==> config.mk <==
export PLATFORM = sky130hd
export DESIGN_NAME = series_sum_engine
export DESIGN_NICKNAME = d
export VERILOG_FILES = /design/src/rtl/series_pkg.sv /design/src/rtl/series_term.sv /design/src/rtl/series_sum_engine.sv
export SDC_FILE = /design/constraint.sdc
export NUM_CORES = 1
export LEC_CHECK = 0
export CORE_ASPECT_RATIO = 0.9
export CORE_MARGIN = 3
export CORE_UTILIZATION = 43
export DETAILED_ROUTE_END_ITERATION = 6
export PLACE_DENSITY = 0.72
export SYNTH_ARGS = -nofsm -noshare
export SYNTH_HDL_FRONTEND = slang
export SYNTH_SLANG_ARGS = --single-unit
==> constraint.sdc <==
create_clock -name Clk -period 2.5 [get_ports Clk]
set_input_delay 0.25 -clock Clk [delete_from_list [all_inputs] [get_ports Clk]]
set_output_delay 0.25 -clock Clk [all_outputs]
set_load 0.01 [all_outputs]
==> src/rtl/series_pkg.sv <==
// Shared types and constants for the series sum engine.
// The SERIES_SQUARES_EN build option only affects series_term.
package series_pkg;

  localparam int unsigned DEF_N_W   = 8;
  localparam int unsigned DEF_SUM_W = 24;

  typedef enum logic [1:0] {
    IDLE  = 2'd0,
    ACCUM = 2'd1,
    DONE  = 2'd2
  } state_t;

  localparam logic MODE_LINEAR = 1'b0;
  localparam logic MODE_SQUARE = 1'b1;

endpackage

==> src/rtl/series_term.sv <==
// Combinational term generator: term(i) = i, or i*i when SERIES_SQUARES_EN is defined and mode selects squares.
// Without SERIES_SQUARES_EN the mode input is ignored and no multiplier is built.
module series_term
  import series_pkg::*;
#(
  parameter int unsigned N_W   = DEF_N_W,
  parameter int unsigned SUM_W = DEF_SUM_W
) (
  input  logic [N_W-1:0]   i,
  input  logic             mode,
  output logic [SUM_W-1:0] term
);

  localparam int unsigned SQ_W = 2 * N_W;

`ifdef SERIES_SQUARES_EN
  logic [SQ_W-1:0] square;

  assign square = SQ_W'(i) * SQ_W'(i);
  assign term   = (mode == MODE_SQUARE) ? SUM_W'(square) : SUM_W'(i);
`else
  logic unused_mode;

  assign unused_mode = mode;
  assign term        = SUM_W'(i);
`endif

endmodule

==> src/rtl/series_sum_engine.sv <==
// Sums term(i) for i = N down to 1, one term per clock, with valid/ready on both sides.
// Define SERIES_SQUARES_EN to enable the sum-of-squares mode in series_term.
module series_sum_engine
  import series_pkg::*;
#(
  parameter int unsigned N_W   = DEF_N_W,
  parameter int unsigned SUM_W = DEF_SUM_W
) (
  input  logic             Clk,
  input  logic             Rst_n,
  input  logic [N_W-1:0]   N,
  input  logic             N_valid,
  output logic             N_ready,
  input  logic             Mode,
  output logic [SUM_W-1:0] Sum_out,
  output logic             Sum_valid,
  input  logic             Sum_ready,
  output logic             Overflow,
  output logic             Busy
);

  state_t           state;
  logic [N_W-1:0]   i_cnt;
  logic [SUM_W-1:0] acc;
  logic             ovf;
  logic             mode_q;
  logic [SUM_W-1:0] term;
  logic [SUM_W:0]   sum_ext;
  logic             ovf_next;

  series_term #(
    .N_W   (N_W),
    .SUM_W (SUM_W)
  ) u_term (
    .i    (i_cnt),
    .mode (mode_q),
    .term (term)
  );

  // One extra bit catches the carry-out that marks a wrap.
  assign sum_ext  = {1'b0, acc} + {1'b0, term};
  assign ovf_next = ovf | sum_ext[SUM_W];

  always_ff @(posedge Clk or negedge Rst_n) begin
    if (!Rst_n) begin
      state     <= IDLE;
      i_cnt     <= '0;
      acc       <= '0;
      ovf       <= 1'b0;
      mode_q    <= MODE_LINEAR;
      Sum_out   <= '0;
      Sum_valid <= 1'b0;
      Overflow  <= 1'b0;
      N_ready   <= 1'b1;
      Busy      <= 1'b0;
    end else begin
      case (state)
        IDLE: begin
          if (N_valid) begin
            i_cnt    <= N;
            acc      <= '0;
            ovf      <= 1'b0;
            mode_q   <= Mode;
            Overflow <= 1'b0;
            N_ready  <= 1'b0;
            Busy     <= 1'b1;
            if (N == '0) begin
              state     <= DONE;
              Sum_out   <= '0;
              Sum_valid <= 1'b1;
            end else begin
              state <= ACCUM;
            end
          end
        end

        // Count i down to 1; the edge adding term(1) publishes the result.
        ACCUM: begin
          acc   <= sum_ext[SUM_W-1:0];
          ovf   <= ovf_next;
          i_cnt <= i_cnt - N_W'(1);
          if (i_cnt == N_W'(1)) begin
            state     <= DONE;
            Sum_out   <= sum_ext[SUM_W-1:0];
            Overflow  <= ovf_next;
            Sum_valid <= 1'b1;
          end
        end

        DONE: begin
          if (Sum_ready) begin
            state     <= IDLE;
            Sum_valid <= 1'b0;
            N_ready   <= 1'b1;
            Busy      <= 1'b0;
          end
        end

        default: begin
          state     <= IDLE;
          Sum_valid <= 1'b0;
          N_ready   <= 1'b1;
          Busy      <= 1'b0;
        end
      endcase
    end
  end

endmodule

## Word level (Yosys, flattened, before mapping)

Index checks and enable logic that the tools add are counted.

| cells by class | value |
|---|---|
| equality and inequality tests | 7 |
| bitwise operators | 2 |
| add/sub/neg operators | 2 |
| reduce and logical (&&, ||, !) cells | 9 |
| muxes and demuxes | 26 |

Operators with widths:

| cell | count |
|---|---|
| two-way mux 24 bit | 4 |
| one-hot mux 24 bit (2 select lines) | 2 |
| adder 24 x 8 -> 25 bit | 1 |
| one-hot mux 8 bit (2 select lines) | 1 |
| one-hot mux 1 bit (3 select lines) | 3 |
| AND reduction 3 bit | 3 |
| equality test 8 x 1 -> 1 bit (second input constant) | 1 |
| zero test 8 bit | 1 |
| two-way mux 1 bit | 8 |
| two-way mux 2 bit | 4 |
| two-way mux 8 bit | 1 |
| != test 2 bit (second input constant) | 4 |
| AND reduction 4 bit | 2 |
| subtractor 8 x 1 -> 8 bit (second input constant) | 1 |
| one-hot mux 2 bit (3 select lines) | 1 |
| one-hot mux 1 bit (2 select lines) | 2 |
| equality test 2 x 1 -> 1 bit (second input constant) | 1 |
| equality test 2 bit (second input constant) | 1 |
| zero test 2 bit | 1 |
| AND reduction 2 bit | 1 |
| nonzero test 2 bit | 1 |
| inverter 1 bit | 1 |
| OR 1 bit | 1 |

| word-level totals | value |
|---|---|
| bits of input ports | 13 |
| word-level logic and storage cells | 55 |
| bits in registers | 63 |
| output and inout bits | 28 |

## Longest topological paths before layout

| depth | value |
|---|---|
| depth after elaboration | 4 |
| gate-level depth with buffers | 9 |
| depth with buffers taken out | 9 |

## Cells and area by module

Synthesis repeated with hierarchy kept, for this count alone.

| second synthesis, totals | value |
|---|---|
| cell total of the unflattened synthesis | 470 |
| area, all modules | 4226.6 sq um |

By module, submodules not included:

| module | seq. area each (sq um) | area each (sq um) | times used | cells an instance |
|---|---|---|---|---|
| series_sum_engine | 1602.8 | 4042.6 | 1 | 445 |
| series_term | 0.0 | 183.9 | 1 | 25 |

## Worst setup path after synthesis

OpenSTA, ideal clock, no wires.

| timing path | value |
|---|---|
| path type | register to register |
| start point | register i_cnt[0] |
| end point | register acc[20] |
| slack | 146 ps |
| library setup time | 125 ps |
| data arrival time | 2229 ps |
| data required time | 2375 ps |
| cell stages (with the launch flop) | 10 |
| period minus slack after synthesis | 2354 ps |
| buffers on the path | 0 |
| cell sequence | dfrtp_1 > ha_1 > inv_1 > fa_1 > nor2b_4 > o31a_4 > o41ai_4 > nor3_2 > and2_0 > mux2_2 |

| on the way | value |
|---|---|
| cells in the longest elaborated chain, start to end | 2 |

RTL lines:

| item | RTL line | text |
|---|---|---|
| start, declared | series_sum_engine.sv:23 | `logic [N_W-1:0] i_cnt;` |
| start signal, assigned | series_sum_engine.sv:81 | `i_cnt <= i_cnt - N_W'(1);` |
| adder 24 x 8 -> 25 bit | series_sum_engine.sv:41 | `assign sum_ext = {1'b0, acc} + {1'b0, term};` |
| one-hot mux 24 bit (2 select lines) | series_sum_engine.sv:57 | `case (state)` |
| end signal, assigned | series_sum_engine.sv:79 | `acc <= sum_ext[SUM_W-1:0];` |
| end, declared | series_sum_engine.sv:24 | `logic [SUM_W-1:0] acc;` |

No other way between the ends.
A chain may end at the register's enable or synchronous reset.

## Worst setup path in the final report

| timing path | value |
|---|---|
| start point | register i_cnt[1] |
| end point | register acc[18] |

The elaborated chain is that of the path after synthesis.

==> reports/summary.txt <==
Crit path DAT - 2.61 ns
Layout Skew - 0.00551 ns
Overall power - 0.00514 W
Clk_lat worst skew - 0.33 ns
Placed cells - 487
Final hold vios - 0
Largest cells by area after synthesis - dfrtp_1 (46%), nand2_1 (7.2%), o21ai_0 (6.4%)
Number of port buffers - 39
Cell Rows - 29
RSZ-0062 raised after global routing - false
Largest family of logic cells by synthesized area - compound AO/OA/AOI/OAI gates
CTS max path bufs - 2
Via count - 2821
Crit path time final - 2.39 ns
Core box area - 7290 um2
Vias in the first global route - 2805
XOR/XNOR Fraction of Synth Area - 0.0523
Status - finished clean
Multi-input logic area - 1680 um2
DP Wirelength - 5310 um
Seq/Total Area, Yosys - 0.471
R2r worst-path depth - 9
Overall routed net length - 7700 um
Total CTS buffers - 9
Setup bufs post-CTS - 0
Die Y - 89.8 um
Root Driver - clkbuf_8
Detailed Route Iter0 Violations - 122
Share of post-route cells with drive strength above 1 - 0.0998
Critical path startpoint category - flip-flop
Final #Nets - 430
Relative slew margins - 0.509
Setup TNS - 0 ns
CTS Sinks - 63
Max Cap Viol - 0
CTS tree - yes
Compound-Gate Fraction of Synth Area - 0.212
Mapped Cells - 362
Reg area - 1580 um2
Post-synthesis mux area share - 0.0101
Hold path cells - 2
Setup ws final - 0.112 ns
Area delta synth->final - 22.2%
Cell variety after synth - 47
Synth warn - 0
Worst-path clk slew - 0.07 ns
Largest net degree at the start of global routing - 40
Filler cells - 660
First-pass GRT wire length - 13400 um
# H-tree levels - 3
Synthesized area - 3350 um2
Cell Pwr Density - 1250 nW/um2
Worst Tran Pin Value - 0.736 ns
Final cell count without fillers - 504
Starting Density - 0.460
Adder-cell share of the synthesized area - 0.0433
Top cell type's share of synthesized area - 0.463
Fmax - 419 MHz
Antenna cells - 0
End-of-flow core utilization - 0.562
Ports - 41
Worst slack, placed - 0.133 ns
DR DRC count - 0
Initial antenna violation count - 0
Critical path class - flip-flop to flip-flop
Hold crit path type - flip-flop to flip-flop
Post-Syn Nets - 386
CP Capture Type - flip-flop
Routed len/inst - 15.3 um
Drt first pass iters - 4
Synthesized flop and latch total - 63
CP max FO - 7
Peak supply drop - 0.607 mV
Final Setup Violations - 0
Syn Area/Cell - 9.26 um2
Total GRT Usage - 0.185
Die Wd - 99.1 um
Period Utilization, post-route - 0.955
GP Congestion - 0.812
Vias per inst - 5.60
Critical path data required time - 2.72 ns
Post-DRT Antenna Nets - 0
Global route overflow - 0
Largest area contributor in the netlist - dfrtp_1
Die area - 8890 um2
Static Leakage - 1.76 nW
Simple-gate portion of the synthesized area - 0.179
Max-slew violations - 0
[timing repair]
action,CTS,global route
hold buffers,1,0
endpoints found under the setup margin,0,4
resized for setup,0,3
endpoints found under the hold margin,23,0
[cell usage after synthesis, drive strengths merged]
master / n
a211o: 1
a211oi: 1
a21o: 3
a21oi: 16
a22o: 1
a31oi: 10
and2: 3
and3: 6
and4: 1
and4bb: 1
buf: 5
clkbuf: 15
clkinv: 1
dfrtp: 62
dfstp: 1
fa: 1
ha: 10
inv: 7
mux2: 3
nand2: 64
nand2b: 5
nand3: 13
nand4: 3
nor2: 13
nor2b: 3
nor3: 6
nor4: 5
o211ai: 3
o21a: 3
o21ai: 43
o22a: 3
o22ai: 4
o2bb2ai: 1
o31a: 2
o31ai: 17
o32ai: 1
o41a: 1
o41ai: 1
or3: 2
or4: 1
xnor2: 10
xor2: 10
[sequential cells by signal, indices dropped and copies added (netlist names)]
| register | flops |
|---|---|
| Sum_out | 24 |
| acc | 24 |
| i_cnt | 8 |
| state | 2 |
| Busy | 1 |
| N_ready | 1 |
| Overflow | 1 |
| Sum_valid | 1 |
| ovf | 1 |
[cell families (layout without fill, tap and decap cells)]
group           after synthesis  count (layout)
buf+inv                      28              77
xor+xnor                     20              20
simple gates                126             126
fa+ha+maj                    11              11
compound gates              111             111
flops                        63              63
mux                           3               3
[critical path: stages (launching register included)]
cell	delay (ns)
dfrtp_1	0.39
inv_1	0.12
fa_1	0.51
nor2b_4	0.15
o31a_4	0.17
o41ai_4	0.08
buf_4	0.18
nor3_1	0.29
o21ai_0	0.12
mux2_2	0.27
[per-layer routing]
| layer | wire length, um | vias to the layer above | global-route usage |
|---|---|---|---|
| li1 | - | 1394 | - |
| met2 | 3630 | 73 | 0.290 |
| met4 | 62 | 0 | 0.0512 |
| met1 | 3530 | 1349 | 0.257 |
| met5 | 0 | - | 0 |
| met3 | 476 | 5 | 0.0441 |
[stage by stage]
stage | instance area [um2] | hold WS [ns]
final | 4100 | 0.477
after CTS | 4090 | 0.486
after detailed placement | 3880 | 0.361
after global routing | 4100 | 0.515
after global placement | 3880 | 0.352
after floorplan | 3350 | -0.0456
[power breakdown]
group | switching (W) | internal, W | total (W)
sequential | 0.000308 | 0.00142 | 0.00173
clock | 0.000377 | 0.000483 | 0.000861
combinational | 0.00135 | 0.00119 | 0.00254
total | 0.00204 | 0.00310 | 0.00514
[placed cells by master, fill, tap and decap left out, types with 12 or more instances in the layout]
cell | netlist | routed
nand2_1 | 64 | 64
dfrtp_1 | 62 | 62
o21ai_0 | 43 | 42
clkdlybuf4s50_1 | 0 | 38
o31ai_1 | 17 | 17
a21oi_1 | 16 | 16
nand3_1 | 13 | 13
nor2_1 | 13 | 12
buf_4 | 0 | 12
[worst paths after layout]
path	to	startpoint	slack, ns
min reg2reg	Sum_out[2]	Sum_out[2]	0.48
max reg2reg	acc[18]	i_cnt[1]	0.11
max	acc[18]	i_cnt[1]	0.11
min in group asynchronous	Sum_valid	Rst_n	0.51
max in group asynchronous	acc[14]	Rst_n	1.36
min	Sum_out[2]	Sum_out[2]	0.48
[area by class of cell]
type	count	area share
tap	93	0.0284
clock buffer	12	0.0354
sequential	63	0.385
timing repair buffer	53	0.123
clock inverter	4	0.0110
inverter	8	0.00733
multi-input combinational	271	0.409
Note: power is estimated with default switching activity, not from simulation.
==> RTL edit 1, RTL diff (config.mk and constraints unchanged) <==
Register the input `Mode` before use, cleared by the reset. The logic sees it one clock later. The other inputs are not delayed to match.
--- a/src/rtl/series_sum_engine.sv
+++ b/src/rtl/series_sum_engine.sv
@@ -18,6 +18,16 @@
   output logic             Overflow,
   output logic             Busy
 );
+
+  logic Mode_q;
+
+  always_ff @(posedge Clk or negedge Rst_n) begin
+    if (!Rst_n) begin
+      Mode_q <= '0;
+    end else begin
+      Mode_q <= Mode;
+    end
+  end
 
   state_t           state;
   logic [N_W-1:0]   i_cnt;
@@ -60,7 +70,7 @@
             i_cnt    <= N;
             acc      <= '0;
             ovf      <= 1'b0;
-            mode_q   <= Mode;
+            mode_q   <= Mode_q;
             Overflow <= 1'b0;
             N_ready  <= 1'b0;
             Busy     <= 1'b1;
Behaviour: unchanged (equiv_simple and equiv_induct, registers matched by name and starting in step).
==> RTL edit 1 against the original RTL <==
  * Cell area rose by 4.9%
  * Sequential cell count did not move
  * Final cell count rose by 2.0%
  * Synthesized area rose by 4.0%
  * Critical path depth rose by 1
  * Synthesized cell count rose by 1.1%
  * Wire length rose by 5.1%
  * Count of clock-buffer cells in the layout fell by 2
  * Setup slack improved by 0.022 ns
  * Total power rose by 7.1%
  * Largest cell class unchanged
==> RTL edit 1: results (changes against the original RTL) <==
clock-pin slew on the worst setup and hold paths = 0.07 ns (about the same)
share of layout cells above drive strength 1 = 0.134 (+0.0342)
largest cells by area after synthesis = dfrtp_1 45%, nand2_1 6.4%, o21ai_0 4.7%, ha_1 3.6%, xnor2_1 3.5%
fillers = 659 (-0.15%)
CTS Root Cell = clkbuf_8
fin nets = 437 (+1.6%)
top cells by count, synth = 62 x dfrtp_1, 59 x nand2_1, 33 x o21ai_0, 24 x a21oi_1, 17 x nor2_1
DRT iter0 DRCs = 200 (+64%)
Clock Skew = 0.00507 ns (-0.000440 ns)
final RePlAce weighted congestion = 0.838 (+3.2%)
Synth Flop Type = dfrtp_1
DRT Pass-1 Iters = 5 (+1)
post-DR wirelength/cell = 15.7 µm (+3.0%)
Max VDD drop = 0.569 mV (-6.2%)
routed vias/inst = 5.61 (+0.31%)
Syn Nets = 390 (+1.0%)
largest net degree at the start of global routing = 37 (-7.5%)
Worst Reg2Reg Path Length in Cells = 10 (+1)
worst hold margin = 0.478 ns (+0.00148 ns)
FMAX = 0.423 GHz (+0.93%)
status = complete, no violations
Total Routing Usage GR = 0.188 (+0.00274)
setup bufs post-CTS = 0 (unchanged)
worst hold path type = primary input to asynchronous set/reset pin
global-route wire length before repair = 13,900 µm (+4.0%)
CP Max Fanout = 6 (-1)
Slew @ Worst Pin = 0.690 ns (-0.0466 ns)
worst path arrival time = 2.60 ns (about the same)
vias in the first global route = 2,829 (+0.86%)
post-synthesis sequential area ratio = 0.453 (-0.0181)
H-tree Lvls = 3 (unchanged)
flop2flop setup slack = 0.13 ns (+0.02 ns)
Slew Limit Fails = 0 (unchanged)
clk buf depth = 2 (unchanged)
DP HPWL = 5650 µm (+6.4%)
Netlist cell types = 63 (+34%)
Pleak = 1.88 nW (+6.5%)
RTL edit 1: changes by cell type in the layout (fill, tap and decap cells not counted), moves of 4 or more:
cell | unedited run | this run
o21ai_1 | 1 | 7
o31ai_1 | 17 | 10
o21ai_0 | 42 | 33
nand2_1 | 64 | 59
nand3_1 | 13 | 9
xnor2_1 | 10 | 14
a21oi_1 | 16 | 24
nor2_1 | 12 | 17
a31oi_1 | 10 | 6
RTL edit 1: area by class of cell:
| type | count | area (µm²) | area share |
|---|---|---|---|
| Timing Repair Buffer | 54 | 513 | 0.119 |
| Inverter | 10 | 37.5 | 0.00874 |
| Multi-Input combinational cell | 275 | 1780 | 0.416 |
| Tap cell | 96 | 120 | 0.0280 |
| Clock inverter | 6 | 133 | 0.0309 |
| Clock buffer | 10 | 128 | 0.0297 |
| Sequential cell | 63 | 1580 | 0.368 |
RTL edit 1: what timing repair did:
action / CTS / global route
hold endpoints to repair: 27 / 0
resized for setup: 0 / 1
endpoints found under the setup margin: 0 / 4
hold buffers: 1 / 0
RTL edit 1: worst paths after layout:
check,startpoint,to
max reg2reg,i_cnt[0],Sum_out[12]
max,i_cnt[0],Sum_out[12]
min,Rst_n,Sum_out[18]
min in group Clk,Sum_valid,Sum_valid
min reg2reg,Sum_valid,Sum_valid
max in group asynchronous,Rst_n,N_ready
RTL edit 1: kinds of logic after synthesis:
logic type | Yosys count | synth area share
AOI/OAI and AO/OA | 116 | 0.214
xor gates and xnor gates | 21 | 0.0528
adders and majority gates | 11 | 0.0416
buffers and inverters | 28 | 0.0355
DFF | 63 | 0.453
muxes | 3 | 0.00933
and+or+nand+nor | 124 | 0.195
RTL edit 1: worst max-delay path, cell delays in order (launching register included):
cell and delay (ns):
dfrtp_2 0.42, ha_1 0.20, inv_1 0.06, fa_1 0.41
nor2b_1 0.18, o31a_2 0.16, o21a_1 0.21, buf_4 0.16
nand4_2 0.13, xnor2_1 0.27, o21ai_2 0.07
RTL edit 1: stage by stage:
step,cells,instance area [µm²],power [mW]
after detailed placement,497,4020,4.32
final,514,4290,5.50
after floorplan,366,3490,3.50
after global routing,514,4290,5.91
after CTS,514,4290,5.52
after global placement,497,4020,4.23
RTL edit 1: power breakdown:
group	switching, mW	internal [mW]
combinational	1.42	1.21
clock	0.406	0.762
sequential	0.310	1.39
RTL edit 1: routing by layer:
metal / up-vias / track usage / wire length, µm
li1: 1412 / - / -
met1: 1400 / 0.273 / 3880
met2: 63 / 0.284 / 3740
met3: 11 / 0.0261 / 336
met4: 0 / 0.0709 / 122
met5: - / 0 / 0
==> RTL edit 2, RTL diff (same settings) <==
Without the edit above. Build with the macro `SERIES_SQUARES_EN` defined.
--- a/src/rtl/series_term.sv
+++ b/src/rtl/series_term.sv
@@ -1,5 +1,7 @@
 // Combinational term generator: term(i) = i, or i*i when SERIES_SQUARES_EN is defined and mode selects squares.
 // Without SERIES_SQUARES_EN the mode input is ignored and no multiplier is built.
+`define SERIES_SQUARES_EN
+
 module series_term
   import series_pkg::*;
 #(
Behaviour: not the same (Yosys sat finds a counterexample within 4 cycles, from zero or initial values and one cycle with Rst_n low).
==> RTL edit 2 against the original RTL <==
  * The flow now finishes with violations (setup timing)
  * Die area rose by 60%
  * Setup slack got worse by 3.0 ns
  * Synthesized area is 64% higher
  * Critical endpoint is now acc[22]
  * Fmax is 56% lower
  * Clock skew grew 0.00095 ns
  * Wire length grew 130%
  * Synthesized cell count is 75% higher
  * Worst hold slack got worse by 0.095 ns
  * Sequential cell count increased by 1
  * Cell area up 110%
Power is left out: the tool's default activity adds up to more than one toggle a clock period on the data nets, which glitch-free logic cannot reach.
==> RTL edit 2: results (changes against the original RTL) <==
ClkCell Share = 0.0342 (-0.0122)
PortBufs = 40 (+2.6%)
Yosys reg bits = 64 (+1.6%)
status = complete, but fails checks
failing checks = setup timing
fillers = 846 (+28%)
Post-Place Cell Area = 7280 µm² (+87%)
met3 wire length = 1020 µm (+120%)
largest net degree at the start of global routing = 41 (+2.5%)
DRT Pass-1 Iters = 5 (+1)
count of non-CTS inverters in the layout = 50 (+42)
Synth Area in XOR/XNOR = 0.0398 (-0.0125)
NonClk Buf Share = 0.192 (+0.0688)
CTS Root Cell = clkbuf_16
mux share of post-synthesis cell area = 0.0170 (+0.00696)
DP HPWL = 12,300 µm (+130%)
Placed Instances = 925 (+90%)
worst hold path type = primary input to asynchronous set/reset pin
post-DR wirelength/cell = 18.2 µm (+19%)
Finish-stage setup viols = 44 (+44)
vias in the first global route = 5,699 (+100%)
Slowest-stage cell, CP = or4b_4
clock buf count = 11 (-1)
Total Routing Usage GR = 0.246 (+0.0607)
Slew @ Worst Pin = 0.613 ns (-0.123 ns)
Netlist cell types = 68 (+45%)
Synth Area in Adders = 0.204 (+0.161)
global-route wire length before repair = 28,200 µm (+110%)
routed vias/inst = 5.63 (+0.60%)
Syn Nets = 720 (+87%)
Place WS = -2.98 ns (-3.11 ns)
Mapped Cells = 632 (+75%)
fin nets = 888 (+110%)
top cells by count, synth = 87 x nand2_1, 63 x dfrtp_1, 52 x nor2_1, 50 x ha_1, 48 x inv_1
worst hold margin = 0.382 ns (-0.0947 ns)
sequential cell area = 1610 µm² (+2.1%)
share of layout cells above drive strength 1 = 0.410 (+0.311)
CP Max Fanout = 4 (-3)
post-cts repair resize count = 77 (+77)
crit-path max cell delay = 0.57 ns (+0.06 ns)
setup bufs post-CTS = 13 (+13)
final RePlAce weighted congestion = 0.960 (+18%)
setup ws final = -2.92 ns (-3.03 ns)
post-synthesis sequential area ratio = 0.291 (-0.180)
M1 wire length = 7310 µm (+110%)
largest cells by area after synthesis = dfrtp_1 29%, ha_1 11%, fa_1 9.1%, nand2_1 5.9%, nor2_1 3.5%
Buffers, non-clock = 183 (+250%)
DRT iter0 DRCs = 398 (+230%)
## RTL edit 2: per-layer routing
metal / vias to the layer above / GRT usage
met1: 2669 / 0.312
met3: 46 / 0.0401
met2: 182 / 0.425
met4: 0 / 0.0925
li1: 2531 / -
met5: - / 0
## RTL edit 2: worst paths after layout
check                            start  cells past startpoint           to
max                           i_cnt[2]                     22      acc[22]
min                              Rst_n                      2      acc[23]
max reg2reg                   i_cnt[2]                     22      acc[22]
min reg2reg                Sum_out[16]                      2  Sum_out[16]
max in group asynchronous        Rst_n                      3      N_ready
min in group Clk                  Mode                      3       mode_q
## RTL edit 2: logic make-up (layout without fill, tap and decap cells)
kind of cell | after synthesis | count (layout)
adder cells (fa/ha/maj) | 75 | 75
multiplexers | 9 | 9
buffers and inverters | 76 | 248
XOR/XNOR | 25 | 25
AND/OR/NAND/NOR | 229 | 229
AO/OA/AOI/OAI | 154 | 154
flip-flops | 64 | 64
